`src/rtl/plic_arbiter.sv`:
```
// Small PLIC-style interrupt arbiter: edge-triggered pending bits, priority/enable/threshold
// gating and a CLAIM/COMPLETE register. The THRESHOLD register exists only with PLIC_THRESHOLD_EN.
module plic_arbiter #(
    parameter logic [23:0] BASE_ADDR = 24'h201000,
    parameter int          N_SRC     = 4
) (
    input  logic             i_clk,
    input  logic             i_rst_n,
    input  logic [7:0]       i_data,
    input  logic [23:0]      i_address,
    input  logic             i_write,
    input  logic             i_request,
    output logic [7:0]       o_data,
    output logic             o_data_DV,
    input  logic [N_SRC-1:0] i_irq,
    output logic             o_interrupt
);

    localparam int N_PRIO = (N_SRC < 4) ? N_SRC : 4;

    logic [N_SRC-1:0]      irq_reg;
    logic [N_SRC-1:0]      rise;
    logic [N_SRC-1:0]      pending_reg, pending_next;
    logic [N_SRC-1:0]      in_service_reg, in_service_next;
    logic [N_SRC-1:0]      enable_reg, enable_next;
    logic [N_SRC-1:0]      eligible;
    logic [N_SRC-1:0][2:0] prio_reg, prio_next;
    logic [2:0]            threshold;
    logic [2:0]            sel_id;
    logic [2:0]            best_prio;
    logic [7:0]            rd_data;
    logic [7:0]            o_data_reg, o_data_next;
    logic                  o_data_DV_reg;
    logic                  o_interrupt_reg;

    logic       in_win;
    logic [3:0] offset;
    logic       rd_acc, wr_acc;
    logic       claim_hit, complete_hit;

    // The window is assumed 16-byte aligned, so the low nibble is the register offset.
    assign in_win       = (i_address[23:4] == BASE_ADDR[23:4]);
    assign offset       = i_address[3:0];
    assign rd_acc       = i_request & ~i_write & in_win;
    assign wr_acc       = i_request &  i_write & in_win;
    assign claim_hit    = rd_acc && (offset == 4'd4) && (sel_id != 3'd0);
    assign complete_hit = wr_acc && (offset == 4'd4);

    assign rise = i_irq & ~irq_reg;

    generate
        for (genvar gi = 0; gi < N_SRC; gi++) begin : g_src
            localparam logic [2:0] ID3 = 3'(gi + 1);
            localparam logic [7:0] ID8 = 8'(gi + 1);
            logic claimed;
            logic completed;

            assign claimed   = claim_hit && (sel_id == ID3);
            assign completed = complete_hit && (i_data == ID8);

            // A fresh edge wins over a simultaneous claim so that edge is never lost.
            assign pending_next[gi]    = rise[gi] | (pending_reg[gi] & ~claimed);
            assign in_service_next[gi] = claimed | (in_service_reg[gi] & ~completed);

            // Only IDs 1..4 own a PRIO register; any higher ID stays at priority 0.
            if (gi < 4) begin : g_prio
                assign prio_next[gi] = (wr_acc && (offset == 4'(gi))) ? i_data[2:0] : prio_reg[gi];
            end else begin : g_noprio
                assign prio_next[gi] = 3'd0;
            end

            assign eligible[gi] = pending_reg[gi] & enable_reg[gi] & ~in_service_reg[gi]
                                & (prio_reg[gi] > threshold);
        end
    endgenerate

    assign enable_next = (wr_acc && (offset == 4'd8)) ? i_data[N_SRC-1:0] : enable_reg;

`ifdef PLIC_THRESHOLD_EN
    logic [2:0] threshold_reg, threshold_next;

    assign threshold_next = (wr_acc && (offset == 4'd10)) ? i_data[2:0] : threshold_reg;

    always_ff @(posedge i_clk or negedge i_rst_n) begin
        if (!i_rst_n) begin
            threshold_reg <= 3'd0;
        end else begin
            threshold_reg <= threshold_next;
        end
    end

    assign threshold = threshold_reg;
`else
    assign threshold = 3'd0;
`endif

    // Descending scan with >= lets the lower ID win priority ties.
    always_comb begin
        sel_id    = 3'd0;
        best_prio = 3'd0;
        for (int k = N_SRC - 1; k >= 0; k--) begin
            if (eligible[k] && (prio_reg[k] >= best_prio)) begin
                best_prio = prio_reg[k];
                sel_id    = 3'(k + 1);
            end
        end
    end

    always_comb begin
        rd_data = 8'd0;
        case (offset)
            4'd0, 4'd1, 4'd2, 4'd3: begin
                for (int k = 0; k < N_PRIO; k++) begin
                    if (offset == 4'(k)) begin
                        rd_data = {5'd0, prio_reg[k]};
                    end
                end
            end
            4'd4:    rd_data = {5'd0, sel_id};
            4'd8:    rd_data[N_SRC-1:0] = enable_reg;
            4'd9:    rd_data[N_SRC-1:0] = pending_reg;
            4'd10:   rd_data = {5'd0, threshold};
            default: rd_data = 8'd0;
        endcase
    end

    // Writes and out-of-window reads still complete, but return zero.
    assign o_data_next = rd_acc ? rd_data : 8'd0;

    always_ff @(posedge i_clk or negedge i_rst_n) begin
        if (!i_rst_n) begin
            irq_reg         <= '0;
            pending_reg     <= '0;
            in_service_reg  <= '0;
            enable_reg      <= '0;
            prio_reg        <= '0;
            o_data_reg      <= 8'd0;
            o_data_DV_reg   <= 1'b0;
            o_interrupt_reg <= 1'b0;
        end else begin
            irq_reg         <= i_irq;
            pending_reg     <= pending_next;
            in_service_reg  <= in_service_next;
            enable_reg      <= enable_next;
            prio_reg        <= prio_next;
            o_data_reg      <= o_data_next;
            o_data_DV_reg   <= i_request;
            o_interrupt_reg <= |eligible;
        end
    end

    assign o_data      = o_data_reg;
    assign o_data_DV   = o_data_DV_reg;
    assign o_interrupt = o_interrupt_reg;

endmodule

```
`config.mk`:
```
export PLATFORM = sky130hd
export DESIGN_NAME = plic_arbiter
export DESIGN_NICKNAME = d
export VERILOG_FILES = /design/src/rtl/plic_arbiter.sv
export SDC_FILE = /design/constraint.sdc
export NUM_CORES = 1
export LEC_CHECK = 0
export CORE_UTILIZATION = 45
export DETAILED_ROUTE_END_ITERATION = 8
export GPL_TIMING_DRIVEN = 0
export PLACE_DENSITY = 0.79
export SYNTH_ARGS = -nofsm -noshare
export SYNTH_HDL_FRONTEND = slang
export SYNTH_SLANG_ARGS = --single-unit
```
`constraint.sdc`:
```
create_clock -name i_clk -period 4.7 [get_ports i_clk]
set_input_delay 0.47 -clock i_clk [delete_from_list [all_inputs] [get_ports i_clk]]
set_output_delay 0.47 -clock i_clk [all_outputs]
set_load 0.01 [all_outputs]
```
# [After elaboration in Yosys (flattened, before gate mapping)]
# Index checks and enable logic that the tools add are counted.
[totals] reg_bits=38 latchBits=0 ramBits=0 mem_bits_ro=0 in_bits=40 out_inout_bits=10 wordCells=119 n_memories=0
[op_classes] addsub=0 multipliers=0 n_div=0 order_cmp=8 eq_ne=15 shift=0 mux=14 bitwise_logic=47 n_reduce_logical=24
[ops] operator="8-bit 2-to-1 mux" count=4
[ops] operator="1-bit AND" count=24
[ops] operator="3-bit 2-to-1 mux" count=8
[ops] operator="20-bit by 18-bit == test with 1-bit output (second input constant)" count=1
[ops] operator="1-bit logical AND" count=20
[ops] operator="8-bit by 2-bit == test with 1-bit output (second input constant)" count=2
[ops] operator="4-bit one-hot mux with 4 select lines" count=1
[ops] operator="1-bit NOT" count=13
[ops] operator="3-bit by 1-bit > comparator with 1-bit output (second input constant)" count=4
[ops] operator="3-bit >= comparator" count=3
[ops] operator="4-bit by 2-bit == test with 1-bit output (second input constant)" count=2
[ops] operator="4-bit == test (second input constant)" count=2
[ops] operator="8-bit by 1-bit == test with 1-bit output (second input constant)" count=1
[ops] operator="8-bit by 3-bit == test with 1-bit output (second input constant)" count=1
[ops] operator="1-bit OR" count=8
[ops] operator="4-bit OR reduction" count=2
[ops] operator="3-bit by 2-bit == test with 1-bit output (second input constant)" count=2
[ops] operator="4-bit AND" count=1
[ops] operator="4-bit by 1-bit == test with 1-bit output (second input constant)" count=1
[ops] operator="4-bit by 3-bit == test with 1-bit output (second input constant)" count=1
[ops] operator="4-bit logical NOT" count=1
[ops] operator="4-bit 2-to-1 mux" count=1
[ops] operator="4-bit NOT" count=1
[ops] operator="3-bit by 1-bit == test with 1-bit output (second input constant)" count=1
[ops] operator="3 further kinds" count=3

# [Longest topological paths before layout]
[logic_depth] depth_word=20 mapped_depth=19 ltp_nobuf=19

# [Least setup slack after synthesis]
# Ideal clock, no wire load.
[synth_timing] path_type="flip-flop to flip-flop" from="reg pending_reg[3]" to="reg pending_reg[3]" setup_ns=0.121 t_arrival_ns=4.035 t_required_ns=4.579 setup_slack_ns=0.544 path_stages_with_launch=20 path_buffers=0 synth_period_minus_slack_ns=4.156 cell_sequence="dfrtp_1 > nand2_1 > nor2_1 > nand2_1 > ha_1 > a21oi_1 > o21ai_0 > nand2_1 > mux2_2 > ha_1 > nand2_1 > o21ai_0 > nand2_1 > mux2_2 > ha_1 > a21oi_1 > o21ai_0 > a221oi_1 > nand4_1 > a22o_1"
[synth_between] elab_chain_cells=20 word_cells_on_any_way=24 cone_classes="order compare (3); eq/ne (1); mux (7); bitwise (6); reduce/logical (7)"
[synth_rtl] element="from (decl)" line_no="23" rtl="logic [N_SRC-1:0] pending_reg, pending_next;"
[synth_rtl] element="from (signal assigned)" line_no="142" rtl="pending_reg <= pending_next;"
[synth_rtl] element="1-bit AND (2 in a row)" line_no="72" rtl="assign eligible[gi] = pending_reg[gi] & enable_reg[gi] & ~in_service_reg[gi]"
[synth_rtl] element="1-bit AND" line_no="73" rtl="& (prio_reg[gi] > threshold);"
[synth_rtl] element="1-bit logical AND" line_no="102" rtl="if (eligible[k] && (prio_reg[k] >= best_prio)) begin"
[synth_rtl] element="3-bit 2-to-1 mux" line_no="102"
[synth_rtl] element="3-bit >= comparator" line_no="102"
[synth_rtl] element="1-bit logical AND" line_no="102"
[synth_rtl] element="3-bit 2-to-1 mux" line_no="102"
[synth_rtl] element="3-bit >= comparator" line_no="102"
[synth_rtl] element="[4 not listed]"
[synth_rtl] element="3-bit 2-to-1 mux" line_no="102"
[synth_rtl] element="3-bit nonzero test" line_no="46" rtl="assign claim_hit = rd_acc && (offset == 4'd4) && (sel_id != 3'd0);"
[synth_rtl] element="1-bit logical AND" line_no="46"
[synth_rtl] element="1-bit logical AND" line_no="58" rtl="assign claimed = claim_hit && (sel_id == ID3);"
[synth_rtl] element="1-bit NOT" line_no="62" rtl="assign pending_next[gi] = rise[gi] | (pending_reg[gi] & ~claimed);"
[synth_rtl] element="1-bit AND *" line_no="62"
[synth_rtl] element="1-bit OR *" line_no="62"
[synth_rtl] element="net pending_next[3]" line_no="23"
# Mark *: on every way through the listed nets, which the timed path passes. The rest lies on a longest branch.
# A chain may end at the register's enable or synchronous reset.

# [Worst setup path after layout]
[layout_timing] from="reg enable_reg[3]" to="reg pending_reg[3]"
[layout_between] elab_chain_cells=20 word_cells_on_any_way=24 cone_classes="order compare (3); eq/ne (1); mux (7); bitwise (6); reduce/logical (7)"
[layout_rtl] element="from (decl)" line_no="25" rtl="logic [N_SRC-1:0] enable_reg, enable_next;"
[layout_rtl] element="from (signal assigned)" line_no="144" rtl="enable_reg <= enable_next;"
[layout_rtl] element="1-bit AND * (2 in a row)" line_no="72"
[layout_rtl] element="1-bit AND *" line_no="73"
[layout_rtl] element="1-bit logical AND *" line_no="102"
[layout_rtl] element="3-bit 2-to-1 mux" line_no="102"
[layout_rtl] element="3-bit >= comparator" line_no="102"
[layout_rtl] element="1-bit logical AND" line_no="102"
[layout_rtl] element="3-bit 2-to-1 mux" line_no="102"
[layout_rtl] element="3-bit >= comparator" line_no="102"
[layout_rtl] element="[4 not listed]"
[layout_rtl] element="3-bit 2-to-1 mux *" line_no="102"
[layout_rtl] element="3-bit nonzero test" line_no="46"
[layout_rtl] element="1-bit logical AND" line_no="46"
[layout_rtl] element="1-bit logical AND *" line_no="58"
[layout_rtl] element="1-bit NOT *" line_no="62"
[layout_rtl] element="1-bit AND *" line_no="62"
[layout_rtl] element="1-bit OR *" line_no="62"
[layout_rtl] element="net pending_next[3]" line_no="23"
# Marked as above.

==> results.tsv <==
metric	value	unit
drv_slew	0	
grt_max_degree	35	
status	complete, no violations	
p_leak	1.19	nW
numCtsBuffers	5	
largest_reg_flops	12	
core	4380	um2
critPathCaptureType	register	
critical_path.slowest_cell	dfrtp_1	
synth_most_common_cell	dfrtp_1	
arrival	4610	ps
wl_per_cell	16.6	um
relSlewSlack	0.419	
grt_pass1_vias	1745	
cts_hold_buf	0	
synthAdderAreaFrac	0.0543	
gp_congestion	0.982	
peakVddDrop	0.201	mV
register_area	851	um2
worstSetupStartpointType	register	
synth_top_area_share	0.410	
synthSimpleGateAreaFrac	0.224	
avgSynthCellArea	10.8	um2
dr_total_vias	1754	
synthDistinctLibCells	44	
power_density	216	nW/um2
post-route-period-util	0.943	
cts.htree.levels	2	
wl	5.02	mm
syn_to_final_growth	31.5	%
cp_slowest_stage_delay	370	ps
final_antenna_net_count	0	
fmax	226	MHz
power.internal	0.453	mW
clock_latency	290	ps
drt_iter0_markers	106	
async_flop_share	1.00	
switching_share	0.231	
ys_seq_area_frac	0.410	
synth_xor_xnor_area_share	0	
holdWs	239	ps
clock_power_share	0.376	
port_buffers	45	
n_fill_cell	369	
tns	0	ps
synth_area_leaders	dfrtp_1, mux2_2, ha_1	
drc	0	
grt_pass1_wl	8.63	mm
ys.flop_type	dfrtp_1	
comb_power_share	0.122	
power_frac_seq	0.502	
cp_cell_sequence	nand2_1, nor2_4, nand2_1, ha_1, a21oi_1, o21ai_1, nand2_2, mux2_2, ha_1, nand2_1, o21ai_2, nand2_2, mux2_2, ha_1, a21oi_1, o21ai_1, a221oi_2, nand4_1, a22o_1	
max-clock-path-buffers	2	
synth.ff_latch_count	34	
drt_pass1_iterations	4	
hp-class	input port to async pin	
cts_tree	done	
start_util	0.473	
syn_inst	192	
grt_antenna_before_repair	0	
nNetsFinal	298	
synth_compound_area_frac	0.0923	
period_needed	4430	ps
fp.dieW	69.9	um
rsz0062_at_grt	no	
tightest_slew	863	ps
crit_start	enable_reg[3]$_DFFE_PN0P_	
ys_warn_count	0	
cp_top_family	compound AO/OA/AOI/OAI gates	
cp_max_fo	5	
p_sw	0.136	mW
r2r-start	enable_reg[3]$_DFFE_PN0P_	
drv_cap	0	
grt-ovfl-total	0	
finalHoldViolCount	0	
synth_area	2070	um2
hpwlAfterDp	3.95	mm
muxShareOfSynthArea	0.174	
viasPerCell	5.81	
path_clk_slew	70	ps
clockRootBuffer	clkbuf_8	
layout-drive-gt1-share	0.204	
setup-violations-final	0	
die_h	69.9	um
post-synth-top-area-cell	dfrtp_1	
crit_type	register to register	
num_rows	24	
synth_top_family_by_area	simple AND/OR/NAND/NOR gates	
synthTopCellsByCount	dfrtp_1, nand2_1, mux2_2, inv_1, a21oi_1	
multi_input_area	1170	um2
synth-edff-count	0	
io_pins	50	
cts.sinks	34	
diodes	0	
crit_required	4870	ps
finalClockSkew	4.16	ps
grtUsageTotal	0.227	
critical_path_buf_inv_count	0	
dieArea	4890	um2
-- power by group through the flow --
stage / logic [mW] / registers, mW / clock network (mW)
after global placement: 0.0721 / 0.301 / 0
final: 0.0720 / 0.295 / 0.221
after detailed placement: 0.0724 / 0.301 / 0
after floorplan: 0.0236 / 0.301 / 0
after global routing: 0.0788 / 0.295 / 0.240
after CTS: 0.0725 / 0.295 / 0.226
-- per-layer routing --
metal,part of all wire,GRT usage
met5,0,0
met4,0.019,0.0644
met3,0.079,0.0592
met2,0.47,0.359
met1,0.43,0.309
-- logic make-up after synthesis --
group,count (synthesis)
adders and majority gates,9
and+or+nand+nor,70
AOI/OAI and AO/OA,29
buffers and inverters,20
muxes,29
other,1
DFF,34
-- final cells by class --
cell class	count	share of cell area
multi-input combinational	141	0.428
clock buffer	6	0.0303
inverter	14	0.0193
sequential	34	0.312
tap	52	0.0238
timing repair buffer	47	0.169
buffer	6	0.0138
clock inverter	2	0.00459
-- per-stage QoR --
stage | cells | area, um2 | setup slack [ps] | utilization | power, mW
floorplan | 195 | 2090 | 544 | - | 0.325
global route | 302 | 2730 | 31.4 | 0.622 | 0.614
global placement | 292 | 2600 | -425 | 0.593 | 0.373
detailed placement | 292 | 2600 | -443 | 0.592 | 0.373
CTS | 300 | 2700 | 9.37 | 0.617 | 0.594
finish | 302 | 2730 | 266 | 0.622 | 0.589
-- path summary, 6_finish.rpt --
check	endpoint	slack, ps	cells past startpoint
worst max-delay path	pending_reg[3]$_DFF_PN0_	270	19
worst min-delay path	irq_reg[0]$_DFF_PN0_	240	1
worst max register to register	pending_reg[3]$_DFF_PN0_	270	19
max in group asynchronous	o_interrupt$_DFF_PN0_	3990	1
min in group i_clk	in_service_reg[1]$_DFF_PN0_	510	2
worst min register to register	in_service_reg[1]$_DFF_PN0_	510	2
-- cells in the final DEF, fill, tap and decap left out, types with 5 or more instances in the layout --
cell type,synthesis,final
dfrtp_1,34,34
buf_4,4,6
mux2i_1,8,8
ha_1,9,9
nor3_1,7,7
clkdlybuf4s50_1,0,44
inv_1,14,14
nor2b_1,5,5
clkbuf_8,0,6
mux2_2,15,15
a21oi_1,11,11
nand2_1,20,18
nor2_1,7,6
-- repair_timing --
item                       in CTS  in global routing
resized for setup               4                  5
setup endpoints to repair      10                 10
setup buffers                   0                  2
pin swaps                       0                  2
(Power assumes the default switching activity.)
==> RTL edit (same settings) <==
The parameter `N_SRC` goes from 4 to 8.
--- a/src/rtl/plic_arbiter.sv
+++ b/src/rtl/plic_arbiter.sv
@@ -3,5 +3,5 @@
 module plic_arbiter #(
     parameter logic [23:0] BASE_ADDR = 24'h201000,
-    parameter int          N_SRC     = 4
+    parameter int          N_SRC     = 8
 ) (
     input  logic             i_clk,
Interface: changed (resized i_irq); port bits go from 50 to 54. The function was not compared with the original's and may differ.
==> RTL edit against the original RTL <==
Total power increased by 33%; synthesized area rose by 22%; count of clock-buffer cells in the layout is 1 lower; sequential cell count rose by 16; critical path depth unchanged; routed wire length is 14% higher; cell area grew 20%; die area is 22% higher; worst setup slack better by 0.039 ns; sequential share of layout area up 6.9 points.
==> RTL edit: results (changes against the original RTL) <==
detailed_routing:
  wirelength_um: 5730  # +14%
  vias_per_cell: 5.73  # -1.4%
synth:
  synth_area_leaders: "dfrtp_1 (49%), mux2_2 (9.8%), ha_1 (4.4%)"
  synthCells: 215  # +12%
  synth-compound-area-share: 0.107  # +0.0152
  synth_mux_area_frac: 0.124  # -0.0500
  synthTopCellsByCount: "dfrtp_1 (50), mux2_2 (22), nand2_1 (18), inv_1 (12), nor2_1 (11)"
  ys_types: 45  # +2.3%
  seq_area_frac_synth: 0.493  # +0.0830
  synthAdderAreaFrac: 0.0444  # -0.00990
final_layout:
  drive_gt1_frac: 0.191  # -0.0127
  post_layout_nonfiller_instances: 347  # +15%
grt:
  grt_max_degree: 28  # -20%
  grt_pass1_vias: 2080  # +19%
  grt_pass1_wl_um: 9780  # +13%
  grt_usage: 0.214  # -0.0132
placement:
  dpl.hpwl_um: 4370  # +11%
  place_congestion: 0.913  # -7.0%
sta:
  fin_skew_ns: 0.0100  # +0.00589 ns
  tightest_slew_ns: 0.812  # -0.0511 ns
worst_setup_path:
  crit_start: "pending_reg[3]$_DFF_PN0_"
  path_max_fanout: 7  # +2
  r2r_setup_slack_ns: 0.31  # +0.04 ns
power_and_ir_drop:
  ir_drop_v: 0.000135  # -33%
  leakage_nw: 1.42  # +19%
  p_int_w: 0.000588  # +30%
min_path:
  holdCritPathClass: "input port to async pin"
run_status:
  status: "finished clean"
clocking:
  clock_latency_ns: 0.32  # +0.03 ns
-- RTL edit: changes by cell type in the layout (fill, tap and decap cells not counted), moves of 3 or more --
cell / delta
o41ai_1: -3
mux2i_1: -8
a21oi_1: -3
dfrtp_1: +16
and3_1: +5
nor2_1: +4
mux2_4: -3
a21o_1: +6
conb_1: -4
clkdlybuf4s50_1: +8
mux2_2: +7
buf_4: -5
a22oi_1: +6
o21ai_0: +4
-- RTL edit: path summary, 6_finish.rpt --
kind	to	cells after the start
min	enable_reg[2]$_DFFE_PN0P_	1
max reg2reg	pending_reg[3]$_DFF_PN0_	19
max in group asynchronous	prio_reg[6]$_DFFE_PN0P_	2
max	pending_reg[3]$_DFF_PN0_	19
min in group i_clk	pending_reg[6]$_DFF_PN0_	1
min reg2reg	pending_reg[6]$_DFF_PN0_	1
-- RTL edit: worst max-delay path, cell delays in order (launching register included) --
cell and delay, ns:
dfrtp_1 0.40, nand2_1 0.07, nor2_2 0.21, nand2_1 0.10, ha_1 0.30, nand2_1 0.06
o21ai_1 0.29, nand2_1 0.18, mux2_2 0.34, ha_1 0.29, nor2b_1 0.04, o21ai_1 0.27
nand2_1 0.24, mux2_2 0.34, ha_1 0.27, nor2b_1 0.10, o21ai_0 0.15, a21boi_2 0.28
nand4_1 0.18, a22o_1 0.21
-- RTL edit: layer usage --
metal	GRT usage	vias to the layer above	wire length [um]
met3	0.0381	11	322
li1	-	920	-
met1	0.287	973	2490
met2	0.344	84	2810
met4	0.0830	0	101
met5	0	-	0
-- RTL edit: power groups by stage --
stage | Clock, W | Combinational [W] | Sequential (W)
finish | 0.000271 | 0.0000741 | 0.000435
global route | 0.000297 | 0.0000808 | 0.000435
CTS | 0.000279 | 0.0000751 | 0.000435
detailed placement | 0 | 0.0000750 | 0.000443
global placement | 0 | 0.0000708 | 0.000443
floorplan | 0 | 0.0000157 | 0.000443
-- RTL edit: cell type report --
type | count | area, um^2
clock buffer | 5 | 68.8
tap | 70 | 87.6
buffer | 3 | 16.3
multi-input combinational | 150 | 1230
clock inverter | 3 | 28.8
timing repair buffer | 54 | 553
inverter | 12 | 45.0
sequential | 50 | 1250
fill | 457 | 1990
-- RTL edit: metrics by stage --
stage / setup TNS (ns) / power [W] / setup WS, ns / hold WS [ns] / instance area (um^2)
final: 0 / 0.000780 / 0.306 / 0.175 / 3280
after global routing: 0 / 0.000813 / 0.0234 / 0.213 / 3280
after CTS: 0 / 0.000789 / 0.140 / 0.184 / 3280
after detailed placement: -1.21 / 0.000518 / -0.282 / 0.449 / 3180
after global placement: -0.380 / 0.000514 / -0.147 / 0.444 / 3160
after floorplan: 0 / 0.000459 / 0.612 / 0.174 / 2540
-- RTL edit: what timing repair did --
action,in CTS,in global routing
resized for setup,3,2
setup endpoints to repair,8,8
endpoints found under the hold margin,0,0
